File: config.mk
export PLATFORM = sky130hd
export DESIGN_NAME = branch_resolve_ctrl
export DESIGN_NICKNAME = d
export VERILOG_FILES = /design/src/rtl/branch_resolve_ctrl.sv
export SDC_FILE = /design/constraint.sdc
export NUM_CORES = 1
export LEC_CHECK = 0
export ABC_AREA = 1
export CORE_AREA = 2 2 112 114
export CTS_CLUSTER_SIZE = 20
export DETAILED_ROUTE_END_ITERATION = 12
export DIE_AREA = 0 0 114 116
export GPL_TIMING_DRIVEN = 0
export PLACE_DENSITY = 0.84
export SYNTH_ARGS = -nofsm -noshare
export SYNTH_HDL_FRONTEND = slang
export SYNTH_SLANG_ARGS = --single-unit
File: constraint.sdc
create_clock -name clk -period 2.1 [get_ports clk]
set_input_delay 0.21 -clock clk [delete_from_list [all_inputs] [get_ports clk]]
set_output_delay 0.21 -clock clk [all_outputs]
set_load 0.01 [all_outputs]
File: src/rtl/branch_resolve_ctrl.sv
// ID-stage branch resolution: waits for forwarded operands, decodes the
// comparator flags, and registers the taken/target decision.
module branch_resolve_ctrl #(
  parameter int MAX_WAIT = 15,
  parameter int COUNT_W  = 16
) (
  input  logic               clk,
  input  logic               reset,
  input  logic               br_valid,
  input  logic [2:0]         br_op,
  input  logic               rs_ready,
  input  logic               rt_ready,
  input  logic               cmp_equal,
  input  logic               cmp_g_or_e,
  input  logic               cmp_greater,
  input  logic [31:0]        id_pc,
  input  logic [15:0]        imm16,
  output logic               stall,
  output logic               br_done,
  output logic               br_taken,
  output logic [31:0]        br_target,
  output logic               err,
  output logic [COUNT_W-1:0] taken_cnt,
  output logic [COUNT_W-1:0] stall_cnt
);

  typedef enum logic [1:0] {
    S_IDLE,
    S_WAIT,
    S_RES
  } state_t;

  localparam logic [7:0] LP_MAX = 8'(MAX_WAIT);

  state_t             r_state;
  logic [7:0]         r_wait_cnt;
  logic               r_taken;
  logic [31:0]        r_target;
  logic               r_err;
  logic [COUNT_W-1:0] r_tcnt;
  logic [COUNT_W-1:0] r_scnt;

  logic        w_ops_ready;
  logic        w_illegal;
  logic        w_taken;
  logic [31:0] w_target;
  logic        w_busy;
  logic        w_capture;
  logic        w_timeout;
  logic        w_stall;

  assign w_ops_ready = rs_ready & (rt_ready | (br_op >= 3'd2));
  assign w_illegal   = br_op[2] & br_op[1];
  assign w_target    = id_pc + 32'd4
                     + {{14{imm16[15]}}, imm16, 2'b00};

  always_comb begin
    w_taken = 1'b0;
    case (br_op)
      3'd0:    w_taken = cmp_equal;
      3'd1:    w_taken = ~cmp_equal;
      3'd2:    w_taken = cmp_g_or_e;
      3'd3:    w_taken = cmp_greater;
      3'd4:    w_taken = ~cmp_greater;
      3'd5:    w_taken = ~cmp_g_or_e;
      default: w_taken = 1'b0;
    endcase
  end

  assign w_busy    = (r_state == S_IDLE) | (r_state == S_WAIT);
  assign w_stall   = br_valid & w_busy;
  assign w_capture = w_stall & w_ops_ready;
  // ops_ready beats timeout; a dropped br_valid beats both
  assign w_timeout = br_valid & ~w_ops_ready
                   & (r_state == S_WAIT)
                   & (r_wait_cnt == LP_MAX);

  always_ff @(posedge clk) begin
    if (!reset) begin
      r_state    <= S_IDLE;
      r_wait_cnt <= 8'd0;
      r_taken    <= 1'b0;
      r_target   <= 32'd0;
      r_err      <= 1'b0;
      r_tcnt     <= '0;
      r_scnt     <= '0;
    end else begin
      if (w_stall && !(&r_scnt))
        r_scnt <= r_scnt + COUNT_W'(1);

      if (w_capture) begin
        r_taken  <= w_taken & ~w_illegal;
        r_target <= w_target;
        r_err    <= r_err | w_illegal;
      end else if (w_timeout) begin
        r_taken  <= 1'b0;
        r_target <= w_target;
        r_err    <= 1'b1;
      end

      case (r_state)
        S_IDLE: begin
          if (br_valid && w_ops_ready) begin
            r_state <= S_RES;
          end else if (br_valid) begin
            r_state    <= S_WAIT;
            r_wait_cnt <= 8'd1;
          end
        end
        S_WAIT: begin
          if (!br_valid) begin
            r_state    <= S_IDLE;
            r_wait_cnt <= 8'd0;
          end else if (w_ops_ready || w_timeout) begin
            r_state    <= S_RES;
            r_wait_cnt <= 8'd0;
          end else begin
            r_wait_cnt <= r_wait_cnt + 8'd1;
          end
        end
        S_RES: begin
          r_state    <= S_IDLE;
          r_wait_cnt <= 8'd0;
          if (r_taken && !(&r_tcnt))
            r_tcnt <= r_tcnt + COUNT_W'(1);
        end
        default: r_state <= S_IDLE;
      endcase
    end
  end

  assign stall     = w_stall;
  assign br_done   = (r_state == S_RES);
  assign br_taken  = r_taken;
  assign br_target = r_target;
  assign err       = r_err;
  assign taken_cnt = r_tcnt;
  assign stall_cnt = r_scnt;

endmodule

==> results of run 1 <==
## worst paths after layout
kind,endpoint,slack (ns),cells past startpoint
worst max-delay path,br_target[29]$_SDFFE_PN0P_,0.08,15
worst min-delay path,br_target[2]$_SDFFE_PN0P_,0.32,4
worst max register to register,br_target[9]$_SDFFE_PN0P_,0.22,11
worst min register to register,err$_SDFFE_PN0P_,0.45,2
## cell families (layout without fill, tap and decap cells)
logic type	count (synthesis)	count (layout)	share of synthesized area, %
simple gates	542	542	36.4
buf+inv	189	336	12.2
flops	76	76	24.6
fa+ha+maj	65	65	13.3
compound gates	102	102	9.31
xor+xnor	30	30	4.24
## metal layers
layer  part of all wire (%)  wire (um)  track usage, %  up-vias
li1                       -          -               -     3428
met1                     42       7290            31.0     3036
met2                     50       8660            44.9      238
met3                    5.1        878            3.09       46
met4                    2.5        431            8.46        0
met5                      0          0               0        -
## worst reg2reg max path, cell delays in order (launching register included)
cell and delay (ns):
dfxtp_1 0.38, inv_1 0.08, ha_1 0.23, nand2_1 0.12, inv_2 0.06, nand3_2 0.09
nand2_1 0.09, nand2_4 0.15, inv_4 0.06, buf_2 0.17, o21ai_0 0.24, a21oi_1 0.07
## metrics by stage
step / util (%) / TNS (ns) / power, uW
floorplan: - / 0 / 2400
detailed placement: 64.1 / -13.12 / 2850
CTS: 66.7 / -0.0165 / 4240
global placement: 64.1 / -12.55 / 2830
global route: 71.2 / -0.137 / 4750
finish: 71.2 / 0 / 4500
## final cells by class
class	instances	area (um^2)	area share (%)
Buffer	17	108	1.27
Clock buffer	14	254	2.99
Clock inverter	2	10.0	0.118
Inverter	172	649	7.65
Multi-Input combinational cell	739	4460	52.5
Sequential cell	76	1520	17.9
Tap cell	147	184	2.17
Timing Repair Buffer	131	1300	15.4
## power groups by stage
stage	clock [uW]	sequential, uW	combinational, uW
final	1380	1540	1580
after global routing	1460	1550	1750
after CTS	1400	1540	1310
after detailed placement	0	1570	1280
after global placement	0	1570	1260
after floorplan	0	1590	812
## flip-flops by register name, indices dropped and copies added, names as in the netlist
name        count
r_state         2
err             1
taken_cnt      16
stall_cnt      16
r_wait_cnt      8
br_taken        1
br_target      32
## Yosys cell counts
library cell	n	area share, %
a211oi_2	1	0.20
buf_4	2	0.24
nor2_4	1	0.18
nor3_1	12	0.97
nor4_1	1	0.10
xnor2_1	11	1.6
inv_2	7	0.42
o21a_1	1	0.12
o21ai_0	31	2.5
a21o_1	4	0.48
o311ai_0	1	0.14
inv_4	1	0.10
a21oi_2	10	1.4
a21oi_1	50	4.0
and3_1	2	0.20
o211ai_1	2	0.24
nand3_2	1	0.16
clkinv_2	1	0.081
nor2_1	120	7.3
fa_1	1	0.32
nor2_2	7	0.71
nor3_2	2	0.32
nand3_1	71	5.7
nand3b_1	1	0.12
xor2_1	19	2.7
buf_2	5	0.40
nand2_2	5	0.51
o21ai_1	2	0.16
nand4_1	13	1.3
buf_6	4	0.73
nand2_4	1	0.18
inv_1	163	9.9
nor3b_1	2	0.24
clkbuf_1	6	0.36
ha_1	64	13
dfxtp_1	76	25
nand2_1	303	18
## what timing repair did
action	CTS	global route
gates resized for setup	13	111
setup endpoints to repair	18	21
pin swaps	1	15
setup buffers	1	4
==> impl_metrics.py, run 1 <==
metrics = {
    "outcome": {
        "status": "completed",
    },
    "pwr": {
        "irDropWorstVdd_v": 0.000294,
        "p_switching_uw": 1490,
        "power.share.clock_pct": 30.6,
        "combPwrFrac_pct": 35.2,
        "p_sw_share_pct": 33.1,
        "p_leak_uw": 0.00395,
        "intPower_uw": 3010,
        "power.share.sequential_pct": 34.2,
        "power_density_nw_per_um2": 530,
    },
    "setup_path": {
        "crit_fanout": 5,
        "cpMostUsedCell": "nand2_1",
        "criticalPathCategory": "input port to register",
        "required_ns": 2.33,
        "path_buf_inv": 2,
        "critPathLaunch": "id_pc[6]",
        "worst_setup_path_start_kind": "input port",
        "path_cells": "clkdlybuf4s50_1 > ha_1 > ha_2 > nand2_2 > nand2_1 > nand2_1 > nand2_1 > nand2_1 > nand3_2 > nand2_1 > nand3_1 > nand2_1 > nand3_1 > nand2_1 > inv_1",
        "critPathTopFamily": "simple AND/OR/NAND/NOR gates",
        "r2r_start": "r_state[0]$_SDFFE_PN0P_",
        "cp-end-kind": "register",
        "cpPeakStageDelay_ns": 0.41,
        "crit_arrival_ns": 2.26,
        "slowest_stage": "clkdlybuf4s50_1",
    },
    "grt": {
        "grt_start_max_net_pins": 16,
        "first_global_vias": 5883,
        "antenna_found_initial": 0,
        "grt_pass1_wl_um": 26800,
        "grt_overflow": 0,
        "track_usage_pct": 25.0,
    },
    "sta": {
        "fmaxAchievable_mhz": 494,
        "min_period_ns": 2.02,
        "worst_clock_skew_ns": 0.00851,
        "fin_crit_sh_pct": 96.4,
        "hold_viol_final": 0,
        "timing.slew.headroom_pct": 53.0,
        "setup_viol": 0,
        "setup_ws_ns": 0.0757,
        "holdWs_ns": 0.315,
        "drv_slew": 0,
        "worst-slew-pin-transition_ns": 0.705,
    },
    "clocking": {
        "cts_tree": "yes",
        "clk_latency_ns": 0.34,
        "ctsRootBufferMaster": "clkbuf_16",
        "clock_path_buffers": 2,
        "cts.sinks": 76,
        "cts_htree_levels": 3,
        "clk_pin_slew_ns": 0.06,
        "postCtsHoldBufs": 0,
        "cts_made_buffers": 9,
    },
    "floorplanning": {
        "row_count": 40,
        "start_util_pct": 52.0,
        "die_x_um": 114,
        "dieArea_um2": 13200,
        "die_y_um": 116,
        "core_um2": 11900,
        "io-pin-count": 127,
    },
    "detailed_routing": {
        "drc": 0,
        "vias_per_cell": 5.20,
        "drt_pre_antenna_iters": 7,
        "vias": 6748,
        "drt_wl_total_um": 17300,
        "wl_per_cell_um": 13.3,
        "dr.first_iter.drc_count": 539,
        "final_antenna_net_count": 0,
    },
    "placed_design": {
        "dpl_worst_slack_ns": -0.764,
        "place_area_um2": 7640,
        "port-buffer-count": 126,
        "place.gp.congestion": 0.919,
        "dp.cells": 1277,
        "dp_hpwl_um": 12900,
    },
    "worst_hold_path": {
        "worst_hold_path_type": "input port to register",
        "hp-start": "imm16[0]",
    },
    "cells_and_area": {
        "post_route_cells_drive_above_1_share_pct": 13.1,
        "syn2layout_area_growth_pct": 37.0,
        "mostFrequentLayoutCell": "nand2_1",
        "diodes": 0,
        "n_fill_cell": 1012,
        "fin_cells": 1298,
        "fin_nets": 1270,
        "layout_common_cells": "nand2_1, inv_1, clkdlybuf4s50_1",
        "finalInstanceArea_um2": 8490,
    },
    "run": {
        "cap_violations": 0,
    },
    "logic_synthesis": {
        "yosys_register_bits": 76,
        "syn_area_um2": 6190,
        "syn_inst": 1004,
        "synth.avg_cell_area_um2": 6.17,
        "ys_types": 37,
        "synth-seq-area-share_pct": 24.6,
        "yosysWarningCount": 0,
        "syn_nets": 1128,
    },
}
(Power assumes the default switching activity.)
==> run 2, diff against run 1 <==
clock period = 2.2 ns   (was 2.1 ns; I/O delays follow)
==> impl_metrics.py, run 2 (same netlist as run 1, synthesis figures left out) <==
metrics = {
    "cells_and_area": {
        "mostFrequentLayoutCell": "nand2_1",
        "largest_reg_flops": 32,
        "fin_nets": 1269,
        "syn2layout_area_growth_pct": 30.7,
        "layout_common_cells": "nand2_1, inv_1, clkdlybuf4s50_1",
        "multi_input_area_um2": 4080,
        "regArea_um2": 1520,
        "n_fill_cell": 1085,
        "finalInstanceArea_um2": 8090,
        "diodes": 0,
        "post_route_cells_drive_above_1_share_pct": 9.04,
    },
    "placed_design": {
        "dp_hpwl_um": 12900,
        "dpl_worst_slack_ns": -0.674,
        "place_area_um2": 7640,
        "place.gp.congestion": 0.919,
        "port-buffer-count": 126,
    },
    "setup_path": {
        "criticalPathCategory": "input port to register",
        "cp-end-kind": "register",
        "crit_fanout": 4,
        "ff2ff_setup_slack_ns": 0.32,
        "required_ns": 2.43,
        "crit_arrival_ns": 2.32,
        "worst_setup_path_start_kind": "input port",
        "critPathLaunch": "imm16[1]",
        "r2r_start": "r_state[0]$_SDFFE_PN0P_",
    },
    "grt": {
        "antenna_found_initial": 0,
        "grt_pass1_wl_um": 26700,
        "grt_start_max_net_pins": 16,
        "track_usage_pct": 24.9,
        "grt_overflow": 0,
        "first_global_vias": 5873,
    },
    "sta": {
        "worst-slew-pin-transition_ns": 0.706,
        "drv_slew": 0,
        "fmaxAchievable_mhz": 478,
        "hold_viol_final": 0,
        "rsz0062_at_grt": "yes",
        "worst_clock_skew_ns": 0.00852,
        "setup_viol": 0,
        "timing.slew.headroom_pct": 52.9,
        "min_period_ns": 2.09,
        "setup_ws_ns": 0.109,
        "fin_crit_sh_pct": 95.0,
    },
    "detailed_routing": {
        "final_antenna_net_count": 0,
        "vias": 6559,
        "drt_wl_total_um": 16200,
        "dr.first_iter.drc_count": 485,
        "drt_pre_antenna_iters": 4,
        "wl_per_cell_um": 12.5,
        "vias_per_cell": 5.06,
        "drc": 0,
    },
    "clocking": {
        "clk_pin_slew_ns": 0.06,
        "ctsRootBufferMaster": "clkbuf_16",
        "cts_htree_levels": 3,
        "clock_path_buffers": 2,
        "cts_made_buffers": 9,
        "cts.sinks": 76,
        "cts_tree": "yes",
        "clk_latency_ns": 0.34,
    },
    "floorplanning": {
        "start_util_pct": 52.0,
        "die_y_um": 116,
        "dieArea_um2": 13200,
        "die_x_um": 114,
        "core_um2": 11900,
        "row_count": 40,
        "io-pin-count": 127,
    },
    "pwr": {
        "p_leak_uw": 0.00388,
        "power_density_nw_per_um2": 506,
        "irDropWorstVdd_v": 0.000279,
    },
    "outcome": {
        "status": "completed",
    },
    "run": {
        "cap_violations": 0,
    },
    "worst_hold_path": {
        "hp-start": "id_pc[2]",
        "worst_hold_path_type": "input port to register",
    },
}
run 2: cell count changes in the layout (fill, tap and decap cells not counted), moves of 6 or more:
cell,previous run,this run
ha_1,36,53
nor2_4,10,2
nand2_2,21,10
ha_4,19,3
nor2_1,108,114
nand2_1,282,298
run 2: power by group:
part           switching [uW]  leakage [uW]  internal (uW)
Clock                     525      0.000131            791
Sequential               38.2      0.000617           1430
Combinational             756       0.00314            555
run 2: worst paths after layout:
kind / end / cells past startpoint
hold reg to reg: err$_SDFFE_PN0P_ / 2
setup reg to reg: br_target[22]$_SDFFE_PN0P_ / 12
hold / removal: br_target[2]$_SDFFE_PN0P_ / 4
setup / recovery: br_target[19]$_SDFFE_PN0P_ / 15
run 2: timing repair:
item | CTS | global route
hold buffers | 0 | 0
pin swaps | 0 | 6
gates resized for setup | 9 | 39
setup endpoints to repair | 17 | 19
setup buffers | 0 | 4
run 2: final cells by class:
class | instances | area share, %
clock buffer | 14 | 3.14
timing repair buffer | 130 | 15.9
buffer | 17 | 1.33
sequential | 76 | 18.8
clock inverter | 2 | 0.124
multi-input combinational | 739 | 50.4
tap | 147 | 2.27
inverter | 172 | 8.02
run 2: layer usage:
metal	global-route usage (%)	vias to the layer above	wire, um
li1	-	3430	-
met2	44.7	177	7890
met5	0	-	0
met1	30.9	2921	7320
met3	3.09	31	656
met4	8.46	0	356
run 2: per-stage QoR:
stage                     util [%]  TNS (ns)  hold slack [ns]  power, uW  instances
final                         68.0         0            0.347       4100       1297
after global routing          68.0    -0.305            0.366       4340       1297
after floorplan                  -         0            0.361       2290       1004
after global placement        64.1    -10.31            0.438       2700       1277
after CTS                     66.6         0            0.443       4040       1293
after detailed placement      64.1    -10.86            0.442       2720       1277
run 2: critical path: stages:
cell	delay [ns]
clkdlybuf4s50_1	0.46
ha_4	0.30
ha_4	0.13
inv_1	0.05
fa_2	0.37
inv_2	0.06
nand3_1	0.08
nand3_2	0.12
nand2_1	0.08
nand3_2	0.12
nand3_2	0.08
nand3_1	0.07
nand3_1	0.08
nand2_1	0.07
inv_1	0.03
==> run 3, diff against run 2 <==
CAP_MARGIN = 20   (was not set)
==> results of run 3 <==
Same layout as run 2: the final DEF is identical, and so are final timing and power.
